`config.mk`:
```
export PLATFORM = sky130hd
export DESIGN_NAME = fetch_ctrl
export DESIGN_NICKNAME = d
export VERILOG_FILES = /design/src/rtl/fetch_ctrl.sv
export SDC_FILE = /design/constraint.sdc
export NUM_CORES = 1
export LEC_CHECK = 0
export ABC_AREA = 0
export ABC_CLOCK_PERIOD_IN_PS = 2800
export CORE_ASPECT_RATIO = 1.25
export CORE_MARGIN = 1.5
export CORE_UTILIZATION = 60
export DETAILED_ROUTE_END_ITERATION = 10
export DONT_BUFFER_PORTS = 1
export HOLD_SLACK_MARGIN = 0.06
export PLACE_DENSITY = 0.76
export SYNTH_ARGS = -nofsm -noshare
export SYNTH_HDL_FRONTEND = slang
export SYNTH_SLANG_ARGS = --single-unit
```
`constraint.sdc`:
```
create_clock -name clk -period 2.8 [get_ports clk]
set_input_delay 0.42 -clock clk [delete_from_list [all_inputs] [get_ports clk]]
set_output_delay 0.42 -clock clk [all_outputs]
set_load 0.01 [all_outputs]
```
`src/rtl/fetch_ctrl.sv`:
```
// fetch_ctrl: PC sequencer and flow controller for the iCache read port.
//
// Drives a word index into a synchronous-read iCache (one cycle of latency,
// no enable). The read issued in one cycle returns in the next. A one-entry
// skid slot holds that returned word when decode stalls. The module offers
// {pc, inst} to decode and applies branch redirects.
//
// Ports
//   clk              clock; all state updates on the rising edge
//   reset            synchronous, active-high
//   icache_addr      word index = fetch_pc[ADDR_WIDTH+1:2]
//   icache_rdata     mem[icache_addr of the previous cycle]
//   redirect_valid_i flush all pending work and restart at redirect_pc_i
//   redirect_pc_i    redirect target; bits [1:0] are ignored
//   valid_o          {pc_o, inst_o} is offered to decode
//   ready_i          decode accepts the offer this cycle
//   pc_o / inst_o    offered PC and instruction; both are 0 when !valid_o
//   fire_count_o     count of valid_o && ready_i handshakes; wraps at 2**32
//   slot_state       current slot FSM state (EMPTY=0, STREAM=1, HOLD=2)
//
// Handshake: a transfer happens in any cycle where valid_o && ready_i are both
// high at the rising edge. The offer is taken in that cycle, and the next
// offer (if any) appears in the following cycle. valid_o does not depend on
// ready_i. A redirect or reset in the same cycle forces valid_o low, so no
// transfer happens in that cycle.
module fetch_ctrl #(
  parameter int          ADDR_WIDTH = 4,
  parameter int          DATA_WIDTH = 32,
  parameter logic [31:0] RESET_PC   = 32'h0000_0000
) (
  input  logic                  clk,
  input  logic                  reset,
  output logic [ADDR_WIDTH-1:0] icache_addr,
  input  logic [DATA_WIDTH-1:0] icache_rdata,
  input  logic                  redirect_valid_i,
  input  logic [31:0]           redirect_pc_i,
  output logic                  valid_o,
  input  logic                  ready_i,
  output logic [31:0]           pc_o,
  output logic [DATA_WIDTH-1:0] inst_o,
  output logic [31:0]           fire_count_o,
  output logic [1:0]            slot_state
);

  // STREAM: a read was issued last cycle, and its data is on icache_rdata now.
  // HOLD:   a returned word is parked in the skid slot.
  // The two are mutually exclusive by construction.
  typedef enum logic [1:0] {
    EMPTY  = 2'd0,
    STREAM = 2'd1,
    HOLD   = 2'd2
  } slot_e;

  slot_e                 slot_q, slot_d;
  logic [31:0]           fetch_pc_q, fetch_pc_d;
  logic [31:0]           infl_pc_q;
  logic [31:0]           skid_pc_q;
  logic [DATA_WIDTH-1:0] skid_inst_q;
  logic [31:0]           fire_count_q;

  logic issue;
  logic capture_skid;
  logic fire;
  logic [1:0] unused_redirect_lsb;

  assign unused_redirect_lsb = redirect_pc_i[1:0];

  assign icache_addr  = fetch_pc_q[ADDR_WIDTH+1:2];
  assign fire_count_o = fire_count_q;
  assign slot_state   = slot_q;

  // Output mux. Gating with reset keeps a mid-stream reset from offering
  // (and counting) a stale instruction.
  always_comb begin
    valid_o = 1'b0;
    pc_o    = 32'd0;
    inst_o  = '0;
    if (!reset && !redirect_valid_i) begin
      if (slot_q == HOLD) begin
        valid_o = 1'b1;
        pc_o    = skid_pc_q;
        inst_o  = skid_inst_q;
      end else if (slot_q == STREAM) begin
        valid_o = 1'b1;
        pc_o    = infl_pc_q;
        inst_o  = icache_rdata;
      end
    end
  end

  assign fire = valid_o && ready_i;

  // Next-state logic. A new read is issued whenever the current offer is
  // consumed (ready_i), or when there is nothing in flight at all.
  // Issuing always leads to STREAM. This gives the zero-bubble restart
  // out of HOLD.
  always_comb begin
    slot_d       = slot_q;
    fetch_pc_d   = fetch_pc_q;
    capture_skid = 1'b0;
    issue        = !redirect_valid_i && (ready_i || (slot_q == EMPTY));
    if (redirect_valid_i) begin
      slot_d     = EMPTY;
      fetch_pc_d = {redirect_pc_i[31:2], 2'b00};
    end else if (issue) begin
      slot_d     = STREAM;
      fetch_pc_d = fetch_pc_q + 32'd4;
    end else if (slot_q == STREAM) begin
      // Decode stalled while read data is arriving. Park the data now,
      // because icache_rdata changes next cycle.
      slot_d       = HOLD;
      capture_skid = 1'b1;
    end
  end

  always_ff @(posedge clk) begin
    if (reset) begin
      slot_q       <= EMPTY;
      fetch_pc_q   <= RESET_PC;
      infl_pc_q    <= 32'd0;
      skid_pc_q    <= 32'd0;
      skid_inst_q  <= '0;
      fire_count_q <= 32'd0;
    end else begin
      slot_q     <= slot_d;
      fetch_pc_q <= fetch_pc_d;
      if (issue) begin
        infl_pc_q <= fetch_pc_q;
      end
      if (capture_skid) begin
        skid_pc_q   <= infl_pc_q;
        skid_inst_q <= icache_rdata;
      end
      if (fire) begin
        fire_count_q <= fire_count_q + 32'd1;
      end
    end
  end

endmodule

```
* Word-level counts from Yosys, hierarchy flattened
Index checks and enable logic that the tools add are counted.
** Storage, ports and cells
- Flip-flop bits (word level) :: 162
- Bits of input ports :: 68
- Output and inout port bits :: 103
- Logic and storage cells :: 38
** Operators by class
- Add/subtract/negate cells :: 2
- Equal/unequal tests :: 2
- Muxes and demuxes :: 15
- Reductions and logical operators :: 11
** Operators by type and width (count)
- 32-bit two-way mux :: 8
- 32-bit by 1-bit adder with 32-bit output, second input constant :: 1
- 32-bit by 3-bit adder with 32-bit output, second input constant :: 1
- 1-bit two-way mux :: 7
- 2-bit nonzero test :: 2
- 1-bit logical AND :: 3
- 3-bit OR reduction :: 1
- 2-bit by 1-bit == test with 1-bit output, second input constant :: 1
- 2-bit == test, second input constant :: 1
- 1-bit zero test :: 2
- 2-bit zero test :: 1
- 2-bit OR reduction :: 1
- 1-bit logical OR :: 1

* Logic depth before layout (Yosys ltp)
Gate-level depths: netlist of the first run.
- Depth in word-level cells :: 5
- Depth in mapped cells :: 8
- Depth with buffers taken out :: 6

* Worst setup path before layout of the first run
OpenSTA, ideal clock, no wires.
- Path type :: register -> register
- From :: register slot_q[0] (netlist: slot_state[0])
- To :: register fire_count_q[27] (netlist: fire_count_o[27])
- Library setup time :: 0.070 ns
- Arrival :: 2.034 ns
- Required time :: 2.730 ns
- Setup slack :: 0.696 ns
- Stages on the path, launching flop included :: 9
- Buffers on the path :: 2
- Period minus slack after synthesis :: 2.104 ns
- Cell sequence :: dfxtp_1 -> inv_1 -> ha_1 -> and4b_1 -> clkbuf_1 -> nand4_1 -> clkbuf_1 -> or4_1 -> a21oi_1
** Between the ends
- Word-level cells in the longest chain between the ends :: 5
- Elaborated cells between the ends (all ways) :: 6
- Those cells by class :: 2 x eq/ne; 3 x mux; 1 x reduce/logical
** RTL lines
- from (decl) :: line 54 : slot_e slot_q, slot_d;
- from (signal assigned) :: line 125 : slot_q <= slot_d;
- 2-bit by 1-bit == test with 1-bit output :: line 83 : end else if (slot_q == STREAM) begin
- 1-bit two-way mux :: line 83
- 1-bit two-way mux * :: line 79 : if (slot_q == HOLD) begin
- 1-bit two-way mux * :: line 78 : if (!reset && !redirect_valid_i) begin
- 1-bit logical AND * :: line 91 : assign fire = valid_o && ready_i;
- to (signal assigned) :: line 135 : fire_count_q <= fire_count_q + 32'd1;
- to (decl) :: line 59 : logic [31:0] fire_count_q;
Every way passes the cells marked *; elsewhere a longest branch is shown, timed or not.
A chain may end at the register's enable or synchronous reset.

* Worst setup path in the final report of the first run
- From :: register slot_q[1] (netlist: slot_state[1])
- To :: output port inst_o[1]
** Between the ends
- Word-level cells in the longest chain between the ends :: 4
- Elaborated cells between the ends (all ways) :: 5
- Those cells by class :: 2 x eq/ne; 3 x mux
** RTL lines
- 2-bit by 1-bit == test with 1-bit output :: line 83
- 32-bit two-way mux :: line 83
- 32-bit two-way mux * :: line 79
- 32-bit two-way mux * :: line 78
- to (decl) :: line 40 : output logic [DATA_WIDTH-1:0] inst_o,
Marks and branches as above.

==> results of run 1 <==
==> how the worst min path moves through the flow <==
| stage | cells after the start | to | start | slack [ns] |
|---|---|---|---|---|
| detailed placement | 2 | skid_inst_q[8]$_SDFFE_PP0P_ | skid_inst_q[8]$_SDFFE_PP0P_ | 0.44 |
| finish | 1 | fire_count_o[20]$_SDFFE_PP0P_ | reset | 0.1 |
| CTS | 1 | fire_count_o[6]$_SDFFE_PP0P_ | reset | 0.06 |
| global placement | 2 | skid_inst_q[8]$_SDFFE_PP0P_ | skid_inst_q[8]$_SDFFE_PP0P_ | 0.44 |
| global route | 1 | fire_count_o[20]$_SDFFE_PP0P_ | reset | 0.08 |
| floorplan | 2 | skid_inst_q[0]$_SDFFE_PP0P_ | skid_inst_q[0]$_SDFFE_PP0P_ | 0.44 |
==> synth_stat cells (all sizes together), types with 2 or more instances <==
| master | count |
|---|---|
| buf | 12 |
| o31a | 2 |
| nor3 | 8 |
| o21ai | 15 |
| o31ai | 22 |
| nand4 | 22 |
| o211ai | 7 |
| nand3 | 22 |
| inv | 16 |
| and2 | 4 |
| a2111oi | 4 |
| a311oi | 10 |
| or4 | 29 |
| xnor2 | 6 |
| nor2 | 155 |
| a21oi | 189 |
| a211oi | 9 |
| nor3b | 2 |
| and4 | 10 |
| nand2b | 2 |
| nor4 | 2 |
| o311ai | 2 |
| a31oi | 2 |
| or3 | 18 |
| nand2 | 274 |
| dfxtp | 156 |
| and3 | 6 |
| xor2 | 9 |
| clkbuf | 83 |
| ha | 5 |
| or2 | 3 |
| nor2b | 3 |
==> registers in the layout (all words and copies together) (netlist names) <==
signal / flops
skid_pc_q: 30
fire_count_o: 32
infl_pc_q: 30
fetch_pc_q: 30
slot_state: 2
skid_inst_q: 32
==> routing by layer <==
metal / share of wire [%] / wire length (µm)
met5: 0 / 0
met2: 47 / 8990
met4: 1.6 / 301
met1: 45 / 8720
met3: 6.8 / 1310
==> final cells by class <==
class | instances | share of cell area (%)
Sequential cell | 156 | 36.9
Timing Repair Buffer | 21 | 2.25
Clock inverter | 10 | 1.69
Multi-Input combinational cell | 855 | 50.5
Clock buffer | 21 | 5.33
Inverter | 17 | 0.755
Tap cell | 168 | 2.49
==> per-stage QoR <==
step           worst slack (ns)  cell area, µm²  util (%)
5_1_grt                  0.0521            8450      66.5
6_report                  0.244            8450      66.5
4_1_cts                   0.224            8430      66.3
3_5_place_dp              0.430            7830      61.6
2_1_floorplan             0.696            7830         -
3_3_place_gp              0.497            7830      61.6
==> power breakdown <==
part	switching [mW]	internal [mW]
Clock	0.905	1.42
Combinational	0.166	0.0936
Sequential	0.0708	2.27
Total	1.14	3.79
==> kinds of logic (layout without fill, tap and decap cells) <==
logic type | count (synthesis) | after routing | share of synthesized area (%)
adder cells (fa/ha/maj) | 5 | 5 | 0.799
buffers and inverters | 112 | 69 | 5.82
other | 1 | 2 | 0.0479
flip-flops | 156 | 156 | 39.9
AO/OA/AOI/OAI | 268 | 268 | 19.5
AND/OR/NAND/NOR | 564 | 564 | 32.1
XOR/XNOR | 15 | 15 | 1.68
multiplexers | 1 | 1 | 0.128
==> what timing repair did <==
action / CTS / global route
setup endpoints to repair: 0 / 0
resized for setup: 0 / 0
endpoints found under the hold margin: 10 / 7
hold buffers: 1 / 2
==> flow_summary.yaml, run 1 <==
status:
  status: "completed"
setup_path:
  startpoint_type: "flop"
  critPathRequiredTime_ns: 2.38
  rr_endpoint: "fire_count_o[31]$_SDFFE_PP0P_"
  slowest_stage: "ha_4"
  crit_arrival_ns: 2.14
  cp_num_cells: 6
  critical-path-max-stage-delay_ns: 0.52
  setup.worst_path.end: "inst_o[1]"
  critical_path.cell_chain: "buf_4 -> ha_4 -> buf_4 -> nor2_1 -> a21oi_1 -> nor2_1"
  rr_worst_depth: 6
  crit_buf_inv: 2
  critPathKind: "flop to primary output"
  rr_startpoint: "slot_state[0]$_SDFFE_PN0P_"
  path_delay_family: "buffers and inverters"
  crit_path_max_fanout: 59
  cp-end-kind: "primary output"
  crit_start: "slot_state[1]$_SDFFE_PP0N_"
  r2r_setup_slack_ns: 0.47
sta:
  setup_tns_ns: 0
  holdWs_ns: 0.0967
  relSlewSlack_pct: 54.9
  maxSlewViolCount: 0
  post-route-period-util_pct: 91.3
  tightestPinTransition_ns: 0.676
  rsz0062_at_grt: "false"
  finClkSkew_ns: 0.00794
  timing.final.hold_violations: 0
  fmax_mhz: 391
  finalCriticalPeriod_ns: 2.56
  finalSetupViolCount: 0
routing:
  post_drt_wl_per_cell_um: 15.5
  dr_total_vias: 7366
  detail-route-antenna-nets: 0
  drc_errors: 0
  drt_iter0_markers: 514
  drtPass1Iterations: 6
  vias_per_cell: 5.90
  totalWireLength_um: 19300
yosys:
  postSynthAreaPerCell_um2: 6.98
  ys_ff_latch: 156
  synth_top_area_share_pct: 39.9
  syn-cell-area_um2: 7830
  synth_edf_count: 0
  ys_top_cells_by_area: "dfxtp_1 (40%), nand2_1 (13%), a21oi_1 (12%)"
  synth_seq_area_share_pct: 39.9
  synth_area_leader_cell: "dfxtp_1"
  ys.flop_type: "dfxtp_1"
  synthCells: 1122
  synthDistinctLibCells: 52
  yosysWarnings: 0
  synthArstFlopShare_pct: 0
clock_network:
  cts_tree: "done"
  clkLatencyLatePin_ns: 0.42
  cts_root_buffer: "clkbuf_16"
  cts_made_buffers: 17
  post_cts_buffers: 0
  clk_pin_slew_worst_paths_ns: 0.06
  htree_levels: 4
  clock_path_buffers: 2
  clkSinkCount: 156
finish:
  layout.cells.non_filler: 1248
  layout_commonest_cell: "nand2_1"
  area_delta_synth_final_pct: 8.01
  regArea_um2: 3120
  layout-drive-gt1-share_pct: 5.28
  layout_common_cells: "nand2_1 (274), a21oi_1 (189), dfxtp_1 (156)"
  nNetsFinal: 1141
  antenna_cells: 0
  fill_cells: 1168
  multi_input_area_um2: 4270
global_route:
  grtUsageTotal_pct: 27.2
  overflow: 0
  antenna_found_initial: 0
  grt_pass1_wl_um: 30400
  grt_util_met2_pct: 42.7
  use_met1_pct: 36.8
  grt_max_degree: 150
  grt-busiest-layer: "met2"
  grt_util_met3_pct: 7.24
  grt_pass1_vias: 6274
die:
  fp-row-count: 46
  die_area_um2: 13700
  die_h_um: 131
  coreArea_um2: 12700
  die_w_um: 105
  start_util_pct: 61.5
  ios: 171
pwr:
  peakVddDrop_mv: 0.426
  p_leak_nw: 2.76
  power-per-cell-area_nw_per_um2: 583
  finalPower_mw: 4.93
placed_design:
  gp_congestion: 0.931
  dp.cells: 1214
  dp_hpwl_um: 12400
  port_buffers: 0
flow_run:
  maxCapViolCount: 0
min_path:
  hp-class: "primary input to flop"
Power figures use the tool's default switching activity.
==> run 2: changes to the inputs <==
ABC_CLOCK_PERIOD_IN_PS = 2500   (was 2800)
HOLD_SLACK_MARGIN = 0.12   (was 0.06)
clock period = 2.5 ns   (was 2.8 ns; I/O delays follow)
==> run 2 against run 1 <==
Net effect:
- non-clock buffer count grew 91
- total power grew 15%
- die area did not move
- combinational power is 63% higher
- sequential share of layout area is 3.8 points lower
- core utilization is 7.7 points higher
- global-route usage grew 2.5 points
- via count up 8.9%
==> flow_summary.yaml, run 2 (same netlist as run 1, synthesis figures left out) <==
status:
  status: "completed"
clock_network:
  htree_levels: 4
  clk_pin_slew_worst_paths_ns: 0.06
  clkLatencyLatePin_ns: 0.42
  cts_tree: "done"
  clkSinkCount: 156
  cts_root_buffer: "clkbuf_16"
  clock_path_buffers: 2
  cts_made_buffers: 17
finish:
  multi_input_area_um2: 4320
  layout_common_cells: "nand2_1 (273), a21oi_1 (188), dfxtp_1 (156)"
  antenna_cells: 0
  fin_util_pct: 74.2
  fill_cells: 1045
  layout-drive-gt1-share_pct: 7.00
  regArea_um2: 3120
  nNetsFinal: 1232
  layout_commonest_cell: "nand2_1"
  layout.cells.non_filler: 1339
  area_delta_synth_final_pct: 20.5
routing:
  drtPass1Iterations: 7
  dr_total_vias: 8019
  detail-route-antenna-nets: 0
  vias_per_cell: 5.99
  post_drt_wl_per_cell_um: 16.0
  drc_errors: 0
  drt_iter0_markers: 707
  totalWireLength_um: 21500
sta:
  relSlewSlack_pct: 55.5
  maxSlewViolCount: 0
  finalSetupViolCount: 0
  finClkSkew_ns: 0.0104
  finalCriticalPeriod_ns: 2.41
  tightestPinTransition_ns: 0.667
  timing.final.hold_violations: 0
  post-route-period-util_pct: 96.3
  fmax_mhz: 415
  rsz0062_at_grt: "false"
  setup_tns_ns: 0
global_route:
  grt_pass1_wl_um: 33400
  overflow: 0
  grtUsageTotal_pct: 29.7
  grt_pass1_vias: 6909
  grt_max_degree: 115
  antenna_found_initial: 0
flow_run:
  maxCapViolCount: 0
placed_design:
  dp_hpwl_um: 12500
  port_buffers: 0
  dp.cells: 1225
  gp_congestion: 0.941
setup_path:
  startpoint_type: "flop"
  critPathKind: "flop to flop"
  critPathRequiredTime_ns: 2.85
  crit_path_max_fanout: 13
  crit_arrival_ns: 2.76
  cp-end-kind: "flop"
  rr_worst_depth: 8
pwr:
  swShare_pct: 23.4
  p_switching_mw: 1.33
  p_leak_nw: 3.28
  power-per-cell-area_nw_per_um2: 601
  clockPowerShare_pct: 46.3
  pwr-share-seq_pct: 46.2
  p_comb_share_pct: 7.4
  peakVddDrop_mv: 0.481
  internal_power_mw: 4.35
die:
  start_util_pct: 61.5
  coreArea_um2: 12700
  die_w_um: 105
  die_h_um: 131
  fp-row-count: 46
  die_area_um2: 13700
  ios: 171
min_path:
  holdPathStages: 2
  hp-class: "primary input to flop"
## run 2: changes by cell type in the layout (fill, tap and decap cells not counted), sizes merged
cell | previous run | this run
buf | 18 | 35
clkbuf | 21 | 22
clkinv | 4 | 6
clkinvlp | 4 | 2
dlygate4sd3 | 3 | 76
## run 2: final timing paths
check                        startpoint                            to  slack [ns]
min reg2reg  skid_pc_q[24]$_SDFFE_PP0P_    skid_pc_q[24]$_SDFFE_PP0P_        0.45
max          slot_state[1]$_SDFFE_PP0N_  fire_count_o[9]$_SDFFE_PP0P_        0.09
min                   redirect_pc_i[22]   fetch_pc_q[22]$_SDFFE_PP0P_        0.13
max reg2reg  slot_state[1]$_SDFFE_PP0N_  fire_count_o[9]$_SDFFE_PP0P_        0.09
## run 2: per-layer routing
| layer | share of wire [%] | up-vias | track usage (%) |
|---|---|---|---|
| met4 | 2.5 | 0 | 11.6 |
| met2 | 48 | 344 | 47.4 |
| met5 | 0 | - | 0 |
| met3 | 7.6 | 44 | 5.75 |
| li1 | - | 3921 | - |
| met1 | 42 | 3710 | 40.1 |
## run 2: through the flow
stage | instance area [µm²] | hold WS [ns] | setup slack (ns) | total power, mW
2_1_floorplan | 7830 | 0.437 | 0.396 | 2.92
3_3_place_gp | 7940 | 0.437 | 0.340 | 2.97
3_5_place_dp | 7940 | 0.441 | 0.291 | 2.97
4_1_cts | 9330 | 0.123 | 0.0266 | 5.68
5_1_grt | 9430 | 0.140 | 0.00213 | 5.86
6_report | 9430 | 0.132 | 0.0928 | 5.67
## run 2: worst max-delay path, stage by stage (launching register included)
cell	delay, ns
dfxtp_1	0.32
inv_1	0.10
ha_4	0.31
and4b_2	0.27
nand4_1	0.12
buf_6	0.18
or3_1	0.33
a21oi_2	0.15
dlygate4sd3_1	0.58
## run 2: what timing repair did
item / 4_1_cts / 5_1_grt
hold endpoints to repair: 152 / 0
setup buffers: 0 / 6
hold buffers: 77 / 0
resized for setup: 0 / 12
endpoints found under the setup margin: 0 / 44
## run 2: final cells by class
class / count / area share [%]
clock inverter: 10 / 1.50
inverter: 17 / 0.676
multi-input combinational: 855 / 45.8
sequential: 156 / 33.1
tap: 168 / 2.23
timing repair buffer: 112 / 11.9
clock buffer: 21 / 4.88
## run 2: power by group through the flow
stage	Combinational, mW	Clock [mW]	Sequential, mW
after global routing	0.465	2.76	2.63
after detailed placement	0.299	0	2.67
after floorplan	0.273	0	2.65
after global placement	0.294	0	2.67
after CTS	0.409	2.65	2.62
final	0.423	2.63	2.62
